==> src/rtl/avr_addr_loader.sv <==
// avr_addr_loader: serial SRAM address front-end for the AVR control pins.
// The AVR shifts an address in MSB-first while the previous address shifts out
// on avr_so for readback. A frame of exactly ADDR_W bits is committed to
// sram_addr. Any other frame length is rejected with a frame_err pulse.
// sram_addr auto-increments on every inc_strobe from the SRAM bridge.
module avr_addr_loader #(
    parameter int unsigned         ADDR_W   = 21,
    parameter logic [ADDR_W-1:0]   RST_ADDR = '0
) (
    input  logic              avr_clk,
    input  logic              reset,
    input  logic              avr_shift,
    input  logic              avr_si,
    output logic              avr_so,
    input  logic              inc_strobe,
    output logic [ADDR_W-1:0] sram_addr,
    output logic              addr_valid,
    output logic              commit,
    output logic              frame_err,
    output logic              busy
);

    // The counter must reach ADDR_W+1, which is the saturating "overlong" marker.
    localparam int unsigned CNT_W = $clog2(ADDR_W + 2);
    localparam logic [CNT_W-1:0]  CNT_ONE  = CNT_W'(1);
    localparam logic [CNT_W-1:0]  CNT_FULL = CNT_W'(ADDR_W);
    localparam logic [CNT_W-1:0]  CNT_SAT  = CNT_W'(ADDR_W + 1);
    localparam logic [ADDR_W-1:0] ADDR_ONE = ADDR_W'(1);

    typedef enum logic [0:0] {
        IDLE  = 1'b0,
        SHIFT = 1'b1
    } state_t;

    state_t              state_q, state_d;
    logic [ADDR_W-1:0]   buf_q, buf_d;
    logic [ADDR_W-1:0]   addr_q, addr_d;
    logic [CNT_W-1:0]    cnt_q, cnt_d;
    logic                valid_q, valid_d;
    logic                commit_q, commit_d;
    logic                err_q, err_d;
    logic [ADDR_W-1:0]   addr_inc;

    // Incremented address; the natural wrap from all ones to zero is intended.
    assign addr_inc = addr_q + ADDR_ONE;

    // State, shift buffer, address and pulse registers.
    always_ff @(posedge avr_clk or posedge reset) begin
        if (reset) begin
            state_q  <= IDLE;
            buf_q    <= '0;
            addr_q   <= RST_ADDR;
            cnt_q    <= '0;
            valid_q  <= 1'b0;
            commit_q <= 1'b0;
            err_q    <= 1'b0;
        end else begin
            state_q  <= state_d;
            buf_q    <= buf_d;
            addr_q   <= addr_d;
            cnt_q    <= cnt_d;
            valid_q  <= valid_d;
            commit_q <= commit_d;
            err_q    <= err_d;
        end
    end

    // Next-state logic: frame capture, end-of-frame check and auto-increment.
    always_comb begin
        state_d  = state_q;
        buf_d    = buf_q;
        addr_d   = addr_q;
        cnt_d    = cnt_q;
        valid_d  = valid_q;
        commit_d = 1'b0;
        err_d    = 1'b0;

        case (state_q)
            IDLE: begin
                if (inc_strobe) begin
                    addr_d = addr_inc;
                end
                if (avr_shift) begin
                    // Preload from the current address so its MSB has already been
                    // presented on avr_so, then take the first data bit on this edge.
                    buf_d   = {addr_q[ADDR_W-2:0], avr_si};
                    cnt_d   = CNT_ONE;
                    state_d = SHIFT;
                end else begin
                    // Keep the buffer mirroring the address so readback is ready.
                    buf_d = addr_d;
                end
            end

            SHIFT: begin
                if (avr_shift) begin
                    buf_d = {buf_q[ADDR_W-2:0], avr_si};
                    if (cnt_q != CNT_SAT) begin
                        cnt_d = cnt_q + CNT_ONE;
                    end
                    if (inc_strobe) begin
                        addr_d = addr_inc;
                    end
                end else begin
                    state_d = IDLE;
                    cnt_d   = '0;
                    if (cnt_q == CNT_FULL) begin
                        // A commit overrides any increment on the same edge.
                        addr_d   = buf_q;
                        commit_d = 1'b1;
                        valid_d  = 1'b1;
                    end else begin
                        err_d = 1'b1;
                        if (inc_strobe) begin
                            addr_d = addr_inc;
                        end
                    end
                    buf_d = addr_d;
                end
            end

            default: begin
                state_d = IDLE;
            end
        endcase
    end

    assign avr_so     = buf_q[ADDR_W-1];
    assign sram_addr  = addr_q;
    assign addr_valid = valid_q;
    assign commit     = commit_q;
    assign frame_err  = err_q;
    assign busy       = (state_q == SHIFT);

endmodule

==> config.mk <==
export PLATFORM = sky130hd
export DESIGN_NAME = avr_addr_loader
export DESIGN_NICKNAME = d
export VERILOG_FILES = /design/src/rtl/avr_addr_loader.sv
export SDC_FILE = /design/constraint.sdc
export NUM_CORES = 1
export LEC_CHECK = 0
export BUFFER_PORTS_ARGS = -buffer_cell sky130_fd_sc_hd__buf_2
export CORE_ASPECT_RATIO = 1.75
export CORE_MARGIN = 2
export CORE_UTILIZATION = 53
export DETAILED_ROUTE_END_ITERATION = 10
export PLACE_DENSITY = 0.86
export SYNTH_ARGS = -nofsm -noshare
export SYNTH_HDL_FRONTEND = slang
export SYNTH_SLANG_ARGS = --single-unit
==> constraint.sdc <==
create_clock -name avr_clk -period 2 [get_ports avr_clk]
set_input_delay 0.2 -clock avr_clk [delete_from_list [all_inputs] [get_ports avr_clk]]
set_output_delay 0.2 -clock avr_clk [all_outputs]
set_load 0.005 [all_outputs]
==> out/results.tsv, run 1 <==
metric	value	unit
htree depth	2	
register bit total from synthesis	51	
hpwl dp	5420	um
initial antenna violation count	0	
TritonCTS clock tree	yes	
hold crit path type	in2async	
RSZ-0062 raised after global routing	yes	
first-pass GRT wire length	12500	um
EDFF count, synth	0	
largest net degree at the start of global routing	38	
most common cell after layout, fill and taps aside	dfrtp_1	
most frequent cells in the layout	dfrtp_1 (51), buf_4 (47), nor2_1 (46)	
drt total wl	7960	um
Initial DRT Pass Iterations	5	
Cell variety after synth	47	
Async SR Flop Fraction	1.00	
crit path DAT	2270	ps
flop2flop setup slack	-30	ps
Main synth FF type	dfrtp_1	
GPL Wtd Cong	0.914	
failing checks	hold timing, setup timing	
r2r endpoint	buf_q[16]$_DFF_PP0_	
# diodes	0	
Yosys Warn Count	0	
Syn Area/Cell	8.89	um2
worst-path fanout max	4	
hold slack	-11.8	ps
std cell rows	35	
CP Class	reg2reg	
Die H	100	um
vias in the first global route	2727	
Core Box Area	5170	um2
Setup crit end	buf_q[16]$_DFF_PP0_	
Remaining DRCs	0	
Total GRT Usage	0.277	
Worst-path clk slew	90	ps
RR Startpoint	sram_addr[1]$_DFF_PP0_	
Slew Limit Headroom	0.540	
Final nets	391	
gr ovfl total	0	
worst vdd ir	710	uV
wire per inst	18.2	um
Vias	2783	
PD cells	801	nW/um2
Tcrit/Tclk final	1.02	
Tmin final	2030	ps
Slew Viols, Final	0	
worst skew pair latency	310	ps
clock net sink count	51	
total die area	5920	um2
Chip Width	59.0	um
status	finished with violations	
First DRT Iteration DRCs	178	
Final ANT Viol Nets	0	
share of cells above drive strength 1	0.258	
CTS Buffer Depth	2	
total negative slack	-40.7	ps
vias per inst	6.35	
Post-Syn Area	2810	um2
required time worst endpoint	2240	ps
final hold viol count	17	
Area growth, synth to finish	21.6	%
Worst Setup SP	sram_addr[1]$_DFF_PP0_	
CTS root buf	clkbuf_8	
Setup violations, final	2	
fillers	410	
cts bufs inserted	5	
slew of the pin with the lowest slew margin	689	ps
fmax	493	MHz
Starting Density	0.543	
IO Port Bufs	30	
Leak	1.69	nW
Cells after Synth	316	
I/O pin cnt	31	
crit end category	register	
R2R depth	6	
CP startpoint kind	register	
Clock Skew	6.62	ps
Max Cap Viol	0	
PnR worst setup slack	-30.0	ps
syn nets	325	
register area share after synthesis	0.455	
-- critical path, cell delays in order, from the launching register on --
cell,delay [ps]
dfrtp_1,440
ha_4,180
nand4_1,90
or4_4,430
or3_4,380
a311o_1,350
o21ai_1,90
-- logic make-up after synthesis --
family          Yosys count  synth area share
simple gates            127             0.217
compound gates           72             0.157
flops                    51             0.455
buf+inv                  29            0.0432
xor+xnor                 19            0.0593
mux                      14            0.0508
fa+ha+maj                 4            0.0178
-- stage by stage --
step | worst slack, ps | std cells | power, mW | area [um2] | util
floorplan | 2.63 | 316 | 1.75 | 2810 | -
detailed placement | 45.4 | 425 | 2.09 | 3270 | 0.632
global placement | 102 | 425 | 2.06 | 3270 | 0.632
CTS | 24.9 | 433 | 2.66 | 3350 | 0.648
finish | -30.0 | 438 | 2.74 | 3410 | 0.661
global route | -69.9 | 438 | 2.88 | 3410 | 0.661
-- per-layer routing --
metal,vias up,part of all wire,global-route usage
met1,1323,0.34,0.303
met3,48,0.076,0.0464
met2,162,0.51,0.475
met5,-,0,0
li1,1250,-,-
met4,0,0.072,0.180
-- what timing repair did --
item,in CTS,in global routing
buffers inserted,0,5
gates resized for setup,0,7
endpoints found under the setup margin,0,6
hold buffers,0,0
-- worst min path at each step --
stage	start	endpoint	slack, ps	cells past startpoint
floorplan	avr_shift	busy$_DFF_PP0_	230	0
global placement	reset	commit$_DFF_PP0_	340	2
detailed placement	reset	commit$_DFF_PP0_	350	2
CTS	reset	sram_addr[12]$_DFF_PP0_	20	2
global route	reset	sram_addr[8]$_DFF_PP0_	40	2
finish	reset	commit$_DFF_PP0_	-10	2
-- final cells by class --
type                    instances  area [um2]  area share
clock buffers                   7        76.3      0.0224
clock inverters                 1        5.00     0.00147
inverters                      10        41.3      0.0121
multi-input cells             236        1440       0.421
flip-flops and latches         51        1280       0.374
well taps                      55        68.8      0.0202
repair buffers                 78         508       0.149
-- report_power, final --
group          internal (mW)  total (mW)  switching (mW)
Clock                  0.246       0.581           0.335
Combinational          0.414       0.837           0.424
Sequential              1.19        1.32           0.132
-- state kept, by name, indices dropped and copies added, names as in the netlist --
name / count
sram_addr: 21
commit: 1
cnt_q: 5
frame_err: 1
busy: 1
buf_q: 21
addr_valid: 1
-- synthesized netlist by cell type (3+ instances only) --
cell type / instances / share of area
clkbuf_1: 12 / 0.016
xor2_1: 9 / 0.028
a21oi_1: 19 / 0.034
inv_1: 10 / 0.013
xnor2_1: 10 / 0.031
nand4_1: 5 / 0.011
o22ai_1: 7 / 0.016
a31oi_1: 5 / 0.011
or3_1: 3 / 0.0067
nor4_1: 5 / 0.011
nor2_1: 46 / 0.061
buf_2: 4 / 0.0071
nor3_1: 3 / 0.0053
ha_1: 4 / 0.018
o21ai_0: 22 / 0.039
nand2_1: 37 / 0.049
dfrtp_1: 51 / 0.45
and3_1: 4 / 0.0089
mux2i_1: 12 / 0.043
o221ai_1: 3 / 0.0094
nand3_1: 9 / 0.016
No activity file was read; power rests on OpenSTA's default activity.
==> run 2: changes to the inputs <==
--- a/config.mk
+++ b/config.mk
@@ -5,7 +5,7 @@
 export SDC_FILE = /design/constraint.sdc
 export NUM_CORES = 1
 export LEC_CHECK = 0
-export BUFFER_PORTS_ARGS = -buffer_cell sky130_fd_sc_hd__buf_2
+export BUFFER_PORTS_ARGS = -buffer_cell sky130_fd_sc_hd__buf_4
 export CORE_ASPECT_RATIO = 1.75
 export CORE_MARGIN = 2
 export CORE_UTILIZATION = 53
==> run 2 against run 1 <==
Effect of this change:
- register-to-register slack got worse by 70 ps
- sequential power is essentially flat
- maximum frequency decreased by 3.4%
- die area unchanged
- cell area rose by 1.8%
- via count shrank 2.8%
- count of clock-buffer cells in the layout fell by 2
- the run ends with setup timing left
- sequential share of layout area is 0.66 points lower
- combinational power increased by 5.4%
- largest power group unchanged
==> out/results.tsv, run 2 (synthesis results as in run 1) <==
metric	value	unit	change
critical path depth	8		+2
DP Worst Slack	18.3	ps	-27.0 ps
RSZ-0062 raised after global routing	yes		
most common cell after layout, fill and taps aside	buf_4		
crit end category	register		
switch share	0.314		-0.0112
Clock Skew	13.5	ps	+6.93 ps
Remaining DRCs	0		unchanged
worst skew pair latency	320	ps	about the same
share of cells above drive strength 1	0.244		-0.0145
worst-path fanout max	4		unchanged
CP max-delay cell	or4_1		
IO Port Bufs	30		unchanged
Final ANT Viol Nets	0		unchanged
flop2flop setup slack	-100	ps	-70 ps
htree depth	2		unchanged
Setup violations, final	2		unchanged
TritonCTS clock tree	yes		
Comb power frac	0.303		-0.003
Slew Viols, Final	0		unchanged
Area growth, synth to finish	23.8	%	
top sig layer	met4		
Chip Width	59.0	um	unchanged
ordered list of cells on the worst path	ha_4 > nand4_1 > buf_4 > buf_4 > nor4_1 > nand3_1 > or4_1 > nand3_1		
wl on met1	2920	um	+8.8%
initial antenna violation count	0		unchanged
vias in the first global route	2626		-3.7%
Max Cap Viol	0		unchanged
vias per inst	6.26		-1.5%
Tmin final	2100	ps	+70.4 ps
wire per inst	17.9	um	-1.6%
Core Box Area	5170	um2	unchanged
most frequent cells in the layout	buf_4 (72), dfrtp_1 (51), nor2_1 (46)		
met3 wire len	403	um	-33%
Tcrit/Tclk final	1.05		+0.0352
Final nets	386		-1.3%
failing checks	setup timing		
PnR worst setup slack	-100	ps	-70.4 ps
Slew Limit Headroom	0.685		+0.145
hpwl dp	5580	um	+3.0%
Clk pwr share	0.247		+0.035
R2R depth	8		+2
CTS Buffer Depth	2		unchanged
hold-critical path endpoint	buf_q[0]$_DFF_PP0_		
Initial DRT Pass Iterations	4		-1
status	finished with violations		
P_sw	0.915	mW	+2.8%
First DRT Iteration DRCs	144		-19%
crit path DAT	2350	ps	+80 ps
clock net sink count	51		unchanged
Die H	100	um	unchanged
Reg power frac	0.450		-0.032
Buf/Inv on CP	2		+2
Total GRT Usage	0.277		+0.000643
PD cells	838	nW/um2	+4.5%
hold crit path type	in2reg		
CP startpoint kind	register		
WL met2	4110	um	+0.24%
drt total wl	7730	um	-2.9%
GPL Wtd Cong	0.924		+1.1%
cts bufs inserted	5		unchanged
Tot Pwr	2.91	mW	+6.4%
# diodes	0		unchanged
largest net degree at the start of global routing	24		-37%
first-pass GRT wire length	12500	um	about the same
Cells on Worst Hold Path	3		
required time worst endpoint	2250	ps	about the same
I/O pin cnt	31		unchanged
fmax	476	MHz	-3.4%
final hold viol count	0		-17
CP max stage delay	480	ps	+40 ps
gr ovfl total	0		unchanged
CP Class	reg2reg		
cell family with most CP delay	simple AND/OR/NAND/NOR gates		
Leak	1.69	nW	about the same
CTS root buf	clkbuf_8		
r2r endpoint	buf_q[20]$_DFF_PP0_		
RR Startpoint	sram_addr[1]$_DFF_PP0_		
Worst-path clk slew	100	ps	about the same
Starting Density	0.543		unchanged
slew of the pin with the lowest slew margin	472	ps	-218 ps
worst vdd ir	697	uV	-1.8%
hold path startpoint	avr_si		
Internal Pwr Total	2.00	mW	+8.2%
total die area	5920	um2	unchanged
Vias	2704		-2.8%
std cell rows	35		unchanged
==> run 2: cell count changes in the layout (fill, tap and decap cells not counted), sizes merged <==
cell / change
buf: -6
clkbuf: -2
inv: +1
dlygate4sd3: +1
bufinv: +1
clkinv: -1
==> run 2: worst max-delay path by stage <==
stage                                      to              startpoint  slack [ps]
after floorplan           buf_q[10]$_DFF_PP0_    cnt_q[0]$_DFFE_PP0P_           3
after global placement    buf_q[16]$_DFF_PP0_  sram_addr[0]$_DFF_PP0_          90
after detailed placement  buf_q[16]$_DFF_PP0_  sram_addr[1]$_DFF_PP0_          20
after CTS                 buf_q[16]$_DFF_PP0_  sram_addr[1]$_DFF_PP0_           4
after global routing      buf_q[20]$_DFF_PP0_  sram_addr[1]$_DFF_PP0_        -200
final                     buf_q[20]$_DFF_PP0_  sram_addr[1]$_DFF_PP0_        -100
==> run 2: layer usage <==
| metal | GRT usage | vias up |
|---|---|---|
| li1 | - | 1241 |
| met1 | 0.339 | 1309 |
| met2 | 0.478 | 127 |
| met3 | 0.0296 | 27 |
| met4 | 0.128 | 0 |
| met5 | 0 | - |
==> run 2: repair_timing <==
item | CTS | global route
endpoints found under the hold margin | 20 | 0
gates resized for setup | 0 | 5
hold buffers | 1 | 0
setup buffers | 0 | 2
endpoints found under the setup margin | 0 | 3
==> run 2: cell type report <==
class | instances | area [um2]
tap | 55 | 68.8
fill | 398 | 1690
inverter | 10 | 37.5
multi-input combinational | 236 | 1440
clock buffer | 5 | 68.8
clock inverter | 2 | 37.5
sequential | 51 | 1280
timing repair buffer | 73 | 551
==> run 2: metrics by stage <==
step                instance area (um2)   util  setup TNS, ps  cells  hold slack (ps)
floorplan                          2810      -              0    316              231
global placement                   3320  0.642              0    422              242
detailed placement                 3320  0.642              0    422              248
CTS                                3430  0.665              0    430             97.5
global route                       3480  0.673           -273    432             94.0
finish                             3480  0.673           -128    432             88.3
==> run 2: power groups by stage <==
stage          sequential, mW  combinational [mW]  clock, mW
2_1_floorplan            1.36               0.390          0
3_3_place_gp             1.31               0.800          0
3_5_place_dp             1.32               0.827          0
4_1_cts                  1.30               0.835      0.717
5_1_grt                  1.33               0.959      0.756
6_report                 1.31               0.882      0.720
==> run 2: tightest hold or removal path, cell delays in order <==
cell and delay [ps]:
buf_4 80, nand2_1 40, o21ai_0 60
